==> config.mk <==
export PLATFORM = sky130hd
export DESIGN_NAME = mem_access_unit_flat
export DESIGN_NICKNAME = d
export VERILOG_FILES = /design/src/rtl/mem_ctrl_pkg.sv /design/src/rtl/mem_access_unit_if.sv /design/src/rtl/addr_gen.sv /design/src/rtl/mem_access_unit.sv /design/src/flat_wrapper.sv
export SDC_FILE = /design/constraint.sdc
export NUM_CORES = 1
export LEC_CHECK = 0
export ABC_AREA = 1
export CAP_MARGIN = 5
export CORE_MARGIN = 3
export CORE_UTILIZATION = 48
export DETAILED_ROUTE_END_ITERATION = 12
export GPL_ROUTABILITY_DRIVEN = 0
export PLACE_DENSITY = 0.88
export SETUP_SLACK_MARGIN = 0.02
export SYNTH_ARGS = -nofsm -noshare
export SYNTH_HDL_FRONTEND = slang
export SYNTH_SLANG_ARGS = --single-unit
==> constraint.sdc <==
create_clock -name clk -period 5.55 [get_ports clk]
set_input_delay 0.555 -clock clk [delete_from_list [all_inputs] [get_ports clk]]
set_output_delay 0.555 -clock clk [all_outputs]
set_load 0.05 [all_outputs]
==> src/rtl/mem_ctrl_pkg.sv <==
// -----------------------------------------------------------------------------
// mem_ctrl_pkg
// Shared definitions for the memory-stage controller:
//   - default parameter widths (data, address, REQ timeout)
//   - op-code constants for the three memory-stage instructions
//   - FSM state encoding
//   - small decode helper used by the controller
// -----------------------------------------------------------------------------
package mem_ctrl_pkg;

  localparam int DEF_DATA_W  = 32;
  localparam int DEF_ADDR_W  = 32;
  localparam int DEF_TIMEOUT = 15;

  // Any op code other than these three is an ALU pass-through.
  localparam logic [3:0] OP_ADR = 4'b1100;
  localparam logic [3:0] OP_LDR = 4'b1101;
  localparam logic [3:0] OP_STR = 4'b1110;

  typedef enum logic [1:0] {
    IDLE = 2'd0,
    REQ  = 2'd1,
    DONE = 2'd2
  } state_t;

  // True for the two op codes that run a RAM transaction.
  function automatic logic is_mem_op(input logic [3:0] op);
    return (op == OP_LDR) || (op == OP_STR);
  endfunction

endpackage

==> src/rtl/mem_access_unit_if.sv <==
// -----------------------------------------------------------------------------
// mem_access_unit_if
// Bundles the execute-stage inputs, the register-writeback outputs and the
// RAM req/ack bus of mem_access_unit.
//   CPU side : start, op_code, SR1, SR2, offset, ALU_result -> unit
//              busy, reg_data, reg_we                       <- unit
//   RAM side : RAM_out, ram_ack                             -> unit
//              address_out, RW, RAM_in, ram_req             <- unit
//   status   : fault                                        <- unit
// Modports:
//   slave  - the controller (mem_access_unit)
//   master - whatever drives the controller (CPU pipeline + RAM)
// -----------------------------------------------------------------------------
interface mem_access_unit_if
  import mem_ctrl_pkg::*;
#(
  parameter int DATA_W = DEF_DATA_W,
  parameter int ADDR_W = DEF_ADDR_W
) ();

  // Execute stage -> memory stage
  logic              start;
  logic [3:0]        op_code;
  logic [DATA_W-1:0] SR1;
  logic [DATA_W-1:0] SR2;
  logic [ADDR_W-1:0] offset;
  logic [DATA_W-1:0] ALU_result;

  // RAM -> memory stage
  logic [DATA_W-1:0] RAM_out;
  logic              ram_ack;

  // Memory stage -> CPU
  logic              busy;
  logic [DATA_W-1:0] reg_data;
  logic              reg_we;
  logic              fault;

  // Memory stage -> RAM
  logic [ADDR_W-1:0] address_out;
  logic              RW;
  logic [DATA_W-1:0] RAM_in;
  logic              ram_req;

  modport slave (
    input  start, op_code, SR1, SR2, offset, ALU_result, RAM_out, ram_ack,
    output busy, reg_data, reg_we, fault, address_out, RW, RAM_in, ram_req
  );

  modport master (
    output start, op_code, SR1, SR2, offset, ALU_result, RAM_out, ram_ack,
    input  busy, reg_data, reg_we, fault, address_out, RW, RAM_in, ram_req
  );

endinterface

==> src/rtl/addr_gen.sv <==
// -----------------------------------------------------------------------------
// addr_gen
// Combinational base + offset adder producing an ADDR_W-bit address that wraps
// modulo 2^ADDR_W. One instance feeds both the ADR writeback path and the
// LDR/STR address register.
// Ports:
//   i_base   in  ADDR_W  base (low ADDR_W bits of SR1)
//   i_offset in  ADDR_W  unsigned offset
//   o_sum    out ADDR_W  (i_base + i_offset) mod 2^ADDR_W
// -----------------------------------------------------------------------------
module addr_gen
  import mem_ctrl_pkg::*;
#(
  parameter int ADDR_W = DEF_ADDR_W
) (
  input  logic [ADDR_W-1:0] i_base,
  input  logic [ADDR_W-1:0] i_offset,
  output logic [ADDR_W-1:0] o_sum
);

  // Result is sized to ADDR_W, so the carry out is dropped and the sum wraps.
  assign o_sum = i_base + i_offset;

endmodule

==> src/rtl/mem_access_unit.sv <==
// -----------------------------------------------------------------------------
// mem_access_unit
// Memory-stage controller between the execute stage and the data RAM.
//   - ALU ops : ALU_result is written back one cycle after start.
//   - ADR     : SR1 + offset (wrapping) is written back one cycle after start.
//   - LDR/STR : address/RW/RAM_in are registered and a req/ack transaction is
//               run; busy stalls the CPU while the request is outstanding.
//               LDR writes RAM_out back the cycle after ram_ack. A request
//               that sees no ack for TIMEOUT+1 cycles is dropped with a
//               one-cycle fault pulse.
// All outputs come straight from registers.
// Ports:
//   clk    in  system clock, rising-edge
//   Reset  in  synchronous active-high reset
//   bus    mem_access_unit_if.slave (CPU, RAM and status signals)
// Assumes DATA_W >= ADDR_W (the address is taken from SR1's low bits and
// zero-extended for ADR writeback).
// -----------------------------------------------------------------------------
module mem_access_unit
  import mem_ctrl_pkg::*;
#(
  parameter int DATA_W  = DEF_DATA_W,
  parameter int ADDR_W  = DEF_ADDR_W,
  parameter int TIMEOUT = DEF_TIMEOUT
) (
  input  logic             clk,
  input  logic             Reset,
  mem_access_unit_if.slave bus
);

  localparam int CNT_W = $clog2(TIMEOUT + 1);
  localparam logic [CNT_W-1:0] CNT_MAX = CNT_W'(TIMEOUT);

  // State and output registers
  state_t            r_state;
  logic [CNT_W-1:0]  r_cnt;
  logic              r_busy;
  logic [DATA_W-1:0] r_reg_data;
  logic              r_reg_we;
  logic [ADDR_W-1:0] r_address_out;
  logic              r_rw;
  logic [DATA_W-1:0] r_ram_in;
  logic              r_ram_req;
  logic              r_fault;

  // Next-state values
  state_t            w_next_state;
  logic [CNT_W-1:0]  w_cnt_nxt;
  logic              w_busy_nxt;
  logic [DATA_W-1:0] w_reg_data_nxt;
  logic              w_reg_we_nxt;
  logic [ADDR_W-1:0] w_address_nxt;
  logic              w_rw_nxt;
  logic [DATA_W-1:0] w_ram_in_nxt;
  logic              w_ram_req_nxt;
  logic              w_fault_nxt;

  // Shared base + offset address
  logic [ADDR_W-1:0] w_addr_sum;
  logic [DATA_W-1:0] w_addr_ext;

  addr_gen #(
    .ADDR_W (ADDR_W)
  ) u_addr_gen (
    .i_base   (bus.SR1[ADDR_W-1:0]),
    .i_offset (bus.offset),
    .o_sum    (w_addr_sum)
  );

  assign w_addr_ext = DATA_W'(w_addr_sum);

  // ---------------------------------------------------------------------------
  // Next-state / next-output logic
  // ---------------------------------------------------------------------------
  always_comb begin
    // NOTE: every variable gets a default before the case so no path leaves
    // one unassigned; that is what keeps this block free of inferred latches.
    w_next_state   = r_state;
    w_cnt_nxt      = r_cnt;
    w_busy_nxt     = r_busy;
    w_reg_data_nxt = r_reg_data;
    w_reg_we_nxt   = 1'b0;
    w_address_nxt  = r_address_out;
    w_rw_nxt       = r_rw;
    w_ram_in_nxt   = r_ram_in;
    w_ram_req_nxt  = r_ram_req;
    w_fault_nxt    = 1'b0;

    case (r_state)
      // IDLE and DONE both accept a new instruction; DONE only differs in
      // that the previous writeback strobe is visible during it.
      IDLE, DONE: begin
        w_next_state = IDLE;
        if (bus.start) begin
          if (is_mem_op(bus.op_code)) begin
            w_address_nxt = w_addr_sum;
            w_rw_nxt      = (bus.op_code == OP_LDR);
            // A load leaves RAM_in at whatever the last store drove.
            if (bus.op_code == OP_STR) begin
              w_ram_in_nxt = bus.SR2;
            end
            w_cnt_nxt     = '0;
            w_ram_req_nxt = 1'b1;
            w_busy_nxt    = 1'b1;
            w_next_state  = REQ;
          end else if (bus.op_code == OP_ADR) begin
            w_reg_data_nxt = w_addr_ext;
            w_reg_we_nxt   = 1'b1;
            w_next_state   = DONE;
          end else begin
            w_reg_data_nxt = bus.ALU_result;
            w_reg_we_nxt   = 1'b1;
            w_next_state   = DONE;
          end
        end
      end

      // start is ignored here: busy is high and the CPU holds.
      REQ: begin
        if (bus.ram_ack) begin
          // Checked before the timeout so an ack on the last cycle still wins.
          w_ram_req_nxt = 1'b0;
          w_busy_nxt    = 1'b0;
          w_next_state  = DONE;
          if (r_rw) begin
            w_reg_data_nxt = bus.RAM_out;
            w_reg_we_nxt   = 1'b1;
          end
        end else if (r_cnt == CNT_MAX) begin
          w_ram_req_nxt = 1'b0;
          w_busy_nxt    = 1'b0;
          w_fault_nxt   = 1'b1;
          w_next_state  = IDLE;
        end else begin
          // Only reached below CNT_MAX, so the counter saturates, never wraps.
          w_cnt_nxt = r_cnt + CNT_W'(1);
        end
      end

      default: begin
        w_next_state  = IDLE;
        w_ram_req_nxt = 1'b0;
        w_busy_nxt    = 1'b0;
      end
    endcase
  end

  // ---------------------------------------------------------------------------
  // State and output registers
  // ---------------------------------------------------------------------------
  always_ff @(posedge clk) begin
    // NOTE: non-blocking assignments so every register samples the pre-edge
    // values computed above, independent of statement order.
    if (Reset) begin
      r_state       <= IDLE;
      r_cnt         <= '0;
      r_busy        <= 1'b0;
      r_reg_data    <= '0;
      r_reg_we      <= 1'b0;
      r_address_out <= '0;
      r_rw          <= 1'b0;
      r_ram_in      <= '0;
      r_ram_req     <= 1'b0;
      r_fault       <= 1'b0;
    end else begin
      r_state       <= w_next_state;
      r_cnt         <= w_cnt_nxt;
      r_busy        <= w_busy_nxt;
      r_reg_data    <= w_reg_data_nxt;
      r_reg_we      <= w_reg_we_nxt;
      r_address_out <= w_address_nxt;
      r_rw          <= w_rw_nxt;
      r_ram_in      <= w_ram_in_nxt;
      r_ram_req     <= w_ram_req_nxt;
      r_fault       <= w_fault_nxt;
    end
  end

  assign bus.busy        = r_busy;
  assign bus.reg_data    = r_reg_data;
  assign bus.reg_we      = r_reg_we;
  assign bus.address_out = r_address_out;
  assign bus.RW          = r_rw;
  assign bus.RAM_in      = r_ram_in;
  assign bus.ram_req     = r_ram_req;
  assign bus.fault       = r_fault;

endmodule

==> src/flat_wrapper.sv <==
// flat-port wrapper written by rule: the top's interface ports become plain ports
module mem_access_unit_flat import mem_ctrl_pkg::*;
#(
  parameter int DATA_W  = DEF_DATA_W,
  parameter int ADDR_W  = DEF_ADDR_W,
  parameter int TIMEOUT = DEF_TIMEOUT
)
  (clk, Reset, bus_start, bus_op_code, bus_SR1, bus_SR2, bus_offset, bus_ALU_result, bus_RAM_out, bus_ram_ack, bus_busy, bus_reg_data, bus_reg_we, bus_fault, bus_address_out, bus_RW, bus_RAM_in, bus_ram_req);
  mem_access_unit_if #(.DATA_W(DATA_W), .ADDR_W(ADDR_W)) bus_i ();
  input  logic clk;
  input  logic Reset;
  input wire logic [$bits(bus_i.start)-1:0] bus_start;
  input wire logic [$bits(bus_i.op_code)-1:0] bus_op_code;
  input wire logic [$bits(bus_i.SR1)-1:0] bus_SR1;
  input wire logic [$bits(bus_i.SR2)-1:0] bus_SR2;
  input wire logic [$bits(bus_i.offset)-1:0] bus_offset;
  input wire logic [$bits(bus_i.ALU_result)-1:0] bus_ALU_result;
  input wire logic [$bits(bus_i.RAM_out)-1:0] bus_RAM_out;
  input wire logic [$bits(bus_i.ram_ack)-1:0] bus_ram_ack;
  output wire logic [$bits(bus_i.busy)-1:0] bus_busy;
  output wire logic [$bits(bus_i.reg_data)-1:0] bus_reg_data;
  output wire logic [$bits(bus_i.reg_we)-1:0] bus_reg_we;
  output wire logic [$bits(bus_i.fault)-1:0] bus_fault;
  output wire logic [$bits(bus_i.address_out)-1:0] bus_address_out;
  output wire logic [$bits(bus_i.RW)-1:0] bus_RW;
  output wire logic [$bits(bus_i.RAM_in)-1:0] bus_RAM_in;
  output wire logic [$bits(bus_i.ram_req)-1:0] bus_ram_req;
  assign bus_i.start = bus_start;
  assign bus_i.op_code = bus_op_code;
  assign bus_i.SR1 = bus_SR1;
  assign bus_i.SR2 = bus_SR2;
  assign bus_i.offset = bus_offset;
  assign bus_i.ALU_result = bus_ALU_result;
  assign bus_i.RAM_out = bus_RAM_out;
  assign bus_i.ram_ack = bus_ram_ack;
  assign bus_busy = bus_i.busy;
  assign bus_reg_data = bus_i.reg_data;
  assign bus_reg_we = bus_i.reg_we;
  assign bus_fault = bus_i.fault;
  assign bus_address_out = bus_i.address_out;
  assign bus_RW = bus_i.RW;
  assign bus_RAM_in = bus_i.RAM_in;
  assign bus_ram_req = bus_i.ram_req;
  mem_access_unit #(.DATA_W(DATA_W), .ADDR_W(ADDR_W), .TIMEOUT(TIMEOUT)) u_core (.clk(clk), .Reset(Reset), .bus(bus_i));
endmodule
==> Word level (Yosys, flattened, before mapping) <==
Index checks and enable logic that the tools add are counted.
{ "totals": {"regBits": 106, "input_bits": 168, "out_inout_bits": 101, "word_cells": 63} }
{ "op_classes": {"add_sub_neg": 2, "eq_ne": 14, "n_mux": 27, "bitwise_logic": 1, "reduce_logical": 10} }
{ "ops": {"columns": ["op", "count"], "rows": [
  ["32-bit 2-to-1 mux", 5],
  ["32-bit case mux with 2 select lines", 1],
  ["32-bit adder", 1],
  ["4-bit == test (second input constant)", 4],
  ["4-bit 2-to-1 mux", 4],
  ["2-bit != test (second input constant)", 5],
  ["5-bit AND reduction", 2],
  ["1-bit 2-to-1 mux", 9],
  ["2-bit 2-to-1 mux", 4],
  ["4-bit case mux with 2 select lines", 1],
  ["3-bit AND reduction", 2],
  ["4-bit by 1-bit adder with 4-bit output (second input constant)", 1],
  ["2-bit by 1-bit != test with 1-bit output (second input constant)", 2],
  ["1-bit case mux with 2 select lines", 2],
  ["2-bit case mux with 2 select lines", 1],
  ["4-bit AND reduction", 1],
  ["3-bit by 2-bit != test with 1-bit output (second input constant)", 1],
  ["3-bit OR reduction", 1],
  ["2-bit by 1-bit == test with 1-bit output (second input constant)", 1],
  ["2-bit == test (second input constant)", 1],
  ["2-bit logical NOT", 1],
  ["2-bit nonzero test", 1],
  ["2-bit OR reduction", 1],
  ["1-bit logical OR", 1],
  ["1-bit inverter", 1]
]} }

==> Logic depth before layout (Yosys ltp) <==
{ "logic_depth": {"ltp_word": 5, "depth_mapped": 14, "mapped_depth_nobuf": 14} }

==> Hierarchy <==
A second synthesis with hierarchy kept.
{ "hier_totals": {"hier_cells": 1221, "hier_area_um2": 7300.8} }
{ "by_module_without_submodules": {"columns": ["mod", "instances", "cells_each", "area_each_um2"], "rows": [
  ["mem_access_unit", 1, 727, 4916.0],
  ["addr_gen", 1, 494, 2384.8]
]} }

==> Worst setup path after synthesis <==
Ideal clock, no wire load.
{ "synth_path": {"path_kind": "input port to flip-flop", "startpoint": "in bus_offset[0]", "endpoint": "reg u_core.r_reg_data[20], in the netlist u_core.bus.reg_data[20]", "t_arrival_ns": 2.085, "path_slack_ns": 3.395, "stages": 13, "cell_sequence": "ha_1 -> fa_1 -> nand3_1 -> nand3_1 -> nand3_1 -> nand3_1 -> nand2_1 -> nand2_1 -> nand2_1 -> nand3_1 -> nand2_1 -> o21ai_0 -> a21oi_1"} }
{ "synth_via": {"elab_chain_cells": 5} }
{ "synth_rtl": {"columns": ["element", "line", "source"], "rows": [
  ["start, declared", "flat_wrapper.sv:16", "input wire logic [$bits(bus_i.offset)-1:0] bus_offset;"],
  ["32-bit adder", "addr_gen.sv:22", "assign o_sum = i_base + i_offset;"],
  ["32-bit 2-to-1 mux", "mem_access_unit.sv:106", "end else if (bus.op_code == OP_ADR) begin"],
  ["32-bit 2-to-1 mux", "mem_access_unit.sv:95", "if (is_mem_op(bus.op_code)) begin"],
  ["32-bit 2-to-1 mux", "mem_access_unit.sv:94", "if (bus.start) begin"],
  ["32-bit case mux with 2 select lines", "mem_access_unit.sv:89", "case (r_state)"],
  ["end signal, assigned", "mem_access_unit.sv:169", "r_reg_data <= w_reg_data_nxt;"],
  ["end, declared", "mem_access_unit.sv:38", "logic [DATA_W-1:0] r_reg_data;"]
]} }
Every way passes these cells. The select of a mux whose other input is x is not followed.
A chain may end at the register's enable or synchronous reset.

==> Worst setup path after layout <==
{ "layout_path": {"startpoint": "reg u_core.r_state[0]", "endpoint": "reg u_core.r_reg_data[29], in the netlist u_core.bus.reg_data[29]"} }
{ "layout_via": {"elab_chain_cells": 4} }
{ "layout_rtl": {"columns": ["element", "line", "source"], "rows": [
  ["start, declared", "mem_access_unit.sv:35", "state_t r_state;"],
  ["start signal, assigned", "mem_access_unit.sv:166", "r_state <= w_next_state;"],
  ["2-bit == test or 2-bit logical NOT (tied branches)", "mem_access_unit.sv:89", null],
  ["2-bit OR reduction", "mem_access_unit.sv:89", null],
  ["2-bit != test (no source line) or 2-bit nonzero test (tied branches)", null, null],
  ["5-bit AND reduction (no source line)", null, null]
]} }
Parallel ways exist; a longest one is shown, timed or not.

==> results by group <==
Setup path
  • Worst setup EP type: flip-flop
  • CP dominant cell by count: inv_2
  • CP peak stage delay: 0.68 ns
  • Worst reg-to-reg path cell count: 8
  • CP bufs+invs: 3
  • Arr. time, crit path: 3.81 ns
  • CP Data Required Time: 5.83 ns
  • Delay-heaviest family, CP: buffers and inverters
  • Cell Chain, Critical Path: inv_2 > nor2_4 > inv_1 > nor2_1 > a21oi_2 > inv_2 > o21ai_0 > a21oi_1
  • Crit path max fanout: 52
  • Crit Path Class: flip-flop to flip-flop
  • CP Depth: 8
  • Reg-to-Reg End: u_core.bus.reg_data[29]$_SDFFE_PP0P_
  • R2R setup slack: 2.01 ns
  • Worst r2r src: u_core.r_state[0]$_SDFFE_PP0N_
  • CP max-delay cell: nor2_4
  • Startpoint Class: flip-flop

Die
  • Boundary Pins: 269
  • Core area: 13510 um2
  • Die area: 15520 um2
  • Die height: 124.6 um
  • Std cell rows: 42
  • Initial Util: 0.4996
  • Die X: 124.6 um

Global route
  • Initial antenna violation count: 0
  • Total track usage: 0.2959
  • First-pass GRT wire length: 37690 um
  • Grt total ovfl: 0
  • Largest net degree at the start of global routing: 64
  • Vias in the first global route: 7440

Clock network
  • CTS tree: built
  • Num CTS Buffers: 9
  • Skew-Pair Late Insertion Delay: 0.35 ns
  • Cts repair resizes: 0
  • Post-CTS Setup Repair Bufs: 0
  • H-tree Lvls: 3
  • Cts hold-fix bufs: 0
  • Clock tree root driver cell: clkbuf_16
  • Num Clock Sinks: 106
  • Clk slew on worst S/H paths: 0.08 ns
  • Worst-case clock buffer depth: 2

Cells and area
  • Util after Layout: 0.7260
  • Layout cells sized above 1: 0.02673
  • Ant. Diodes: 0
  • Fillcell total: 1153
  • Commonest cells after routing, fill and taps aside: 381 x nand2_1, 268 x clkdlybuf4s50_1, 161 x inv_1
  • Layout area overhead: 45.30%
  • NumNets Final: 1543
  • Most common cell after layout, fill and taps aside: nand2_1

Synth
  • Seq cells post-synth: 106
  • Post-Synthesis Cells: 1101
  • Synth unique cells: 31
  • Ys flop type: dfxtp_1
  • Syn Area/Cell: 6.129 um2
  • Yosys warnings: 0
  • Number of synthesized flops with an enable pin: 0
  • Register area share after synthesis: 0.3145
  • Netlist Area Pre-Place: 6748 um2
  • Synth Net Count: 1302
  • Ys async rst share: 0

Detailed routing
  • Wire per inst: 15.71 um
  • DRC errors left: 0
  • Detailed Route WL: 23930 um
  • DR vias: 7908
  • DRT iter0 DRCs: 699
  • Final ANT Viol Nets: 0
  • Drt pass-1 iters: 7
  • Vias per cell: 5.192

Power
  • Worst vdd ir: 0.1850 mV
  • Leakage power: 0.004594 uW
  • Pwr dens: 216.6 nW/um2

Place
  • DP HPWL: 18800 um
  • IO buf count: 268

STA
  • RSZ-0062 raised after global routing: false
  • Clk_skew: 0.007848 ns
  • Max-Slew Margin vs Limit: 0.2657
  • Final Hold Vio Count: 0
  • Setup-failing EPs final: 0
  • Tcrit/Tclk final: 0.6373
  • Slew Limit Fails: 0
  • Min Tclk post-route: 3.537 ns
  • Slew @ Worst Pin: 1.099 ns
  • Setup TNS: 0 ns
  • Max Fclk: 282.7 MHz

Worst hold path
  • Hold WC Path Type: flip-flop to flip-flop
  • HP Start: u_core.bus.RAM_in[9]$_SDFFE_PP0P_
  • Hold endpoint: u_core.bus.RAM_in[9]$_SDFFE_PP0P_
  • WHS Path Cells: 2

Outcome
  • Status: finished, final reports clean

Run
  • Max-cap violations: 0
[how the worst max path moves through the flow]
stage                              startpoint                                   end  slack, ns
2_1_floorplan                   bus_offset[0]  u_core.bus.reg_data[20]$_SDFFE_PP0P_       3.40
3_3_place_gp   u_core.r_state[0]$_SDFFE_PP0N_   u_core.bus.reg_data[1]$_SDFFE_PP0P_       2.30
3_5_place_dp   u_core.r_state[0]$_SDFFE_PP0N_  u_core.bus.reg_data[29]$_SDFFE_PP0P_       2.14
4_1_cts        u_core.r_state[0]$_SDFFE_PP0N_  u_core.bus.reg_data[29]$_SDFFE_PP0P_       2.13
5_1_grt        u_core.r_state[0]$_SDFFE_PP0N_  u_core.bus.reg_data[18]$_SDFFE_PP0P_       1.73
6_report       u_core.r_state[0]$_SDFFE_PP0N_  u_core.bus.reg_data[29]$_SDFFE_PP0P_       2.01
[cells by family (layout without fill, tap and decap cells)]
kind of cell | after synthesis | count (layout) | synth area share
XOR/XNOR | 16 | 16 | 0.02077
AND/OR/NAND/NOR | 528 | 528 | 0.3134
AO/OA/AOI/OAI | 210 | 210 | 0.1721
adder cells (fa/ha/maj) | 33 | 33 | 0.06230
flip-flops | 106 | 106 | 0.3145
buffers and inverters | 208 | 454 | 0.1170
[routing by layer]
layer,up-vias,share of wire,GRT usage
li1,3953,-,-
met1,3513,0.40,0.3510
met2,397,0.48,0.5299
met3,45,0.087,0.06132
met4,0,0.029,0.09929
met5,-,0,0
[tightest hold or removal path, stage by stage (launching register included)]
cell and delay, ns:
dfxtp_1 0.31, nand2_1 0.06, a21oi_1 0.05
[state kept, by name (all words and copies together) (netlist names)]
name	flops
u_core.bus.fault	1
u_core.bus.ram_req	1
u_core.r_cnt	4
u_core.bus.RAM_in	32
u_core.bus.reg_we	1
u_core.bus.reg_data	32
u_core.r_state	2
u_core.bus.address_out	32
u_core.bus.RW	1
[power by group]
part / internal (uW) / switching [uW] / total [uW]
logic: 278 / 404 / 682
registers: 793 / 21.1 / 814
clock network: 316 / 312 / 627
[synth_stat cells, drive strengths merged, types with 3 or more instances]
master	n	area share
nor2	75	0.043
ha	32	0.059
a21oi	118	0.088
clkbuf	37	0.021
o21ai	51	0.038
dfxtp	106	0.31
nand3	44	0.033
nand2	381	0.21
xor2	5	0.0065
inv	166	0.092
or2	12	0.011
o211ai	34	0.038
xnor2	11	0.014
nor3	11	0.0098
buf	5	0.0039
a311oi	3	0.0039
[metrics by stage]
step                      power (uW)  cell area (um2)  cells  hold WS, ns  setup WS (ns)
after detailed placement        1504             9519   1507       0.4546          2.138
final                           2123             9804   1523       0.4677          2.013
after floorplan                 1230             6748   1101       0.4596          3.395
after global routing            2216             9804   1523       0.4868          1.728
after global placement          1497             9519   1507       0.4506          2.298
after CTS                       2123             9804   1523       0.4664          2.126
[cell type report]
class,count,area (um2),share of cell area
Multi-Input combinational cell,787,3841,0.3918
Timing Repair Buffer,272,2713,0.2767
Clock inverter,6,56.30,0.005743
Tap cell,176,220.2,0.02246
Inverter,166,623.1,0.06355
Clock buffer,10,229.0,0.02335
Sequential cell,106,2122,0.2164
(Power assumes the default switching activity.)
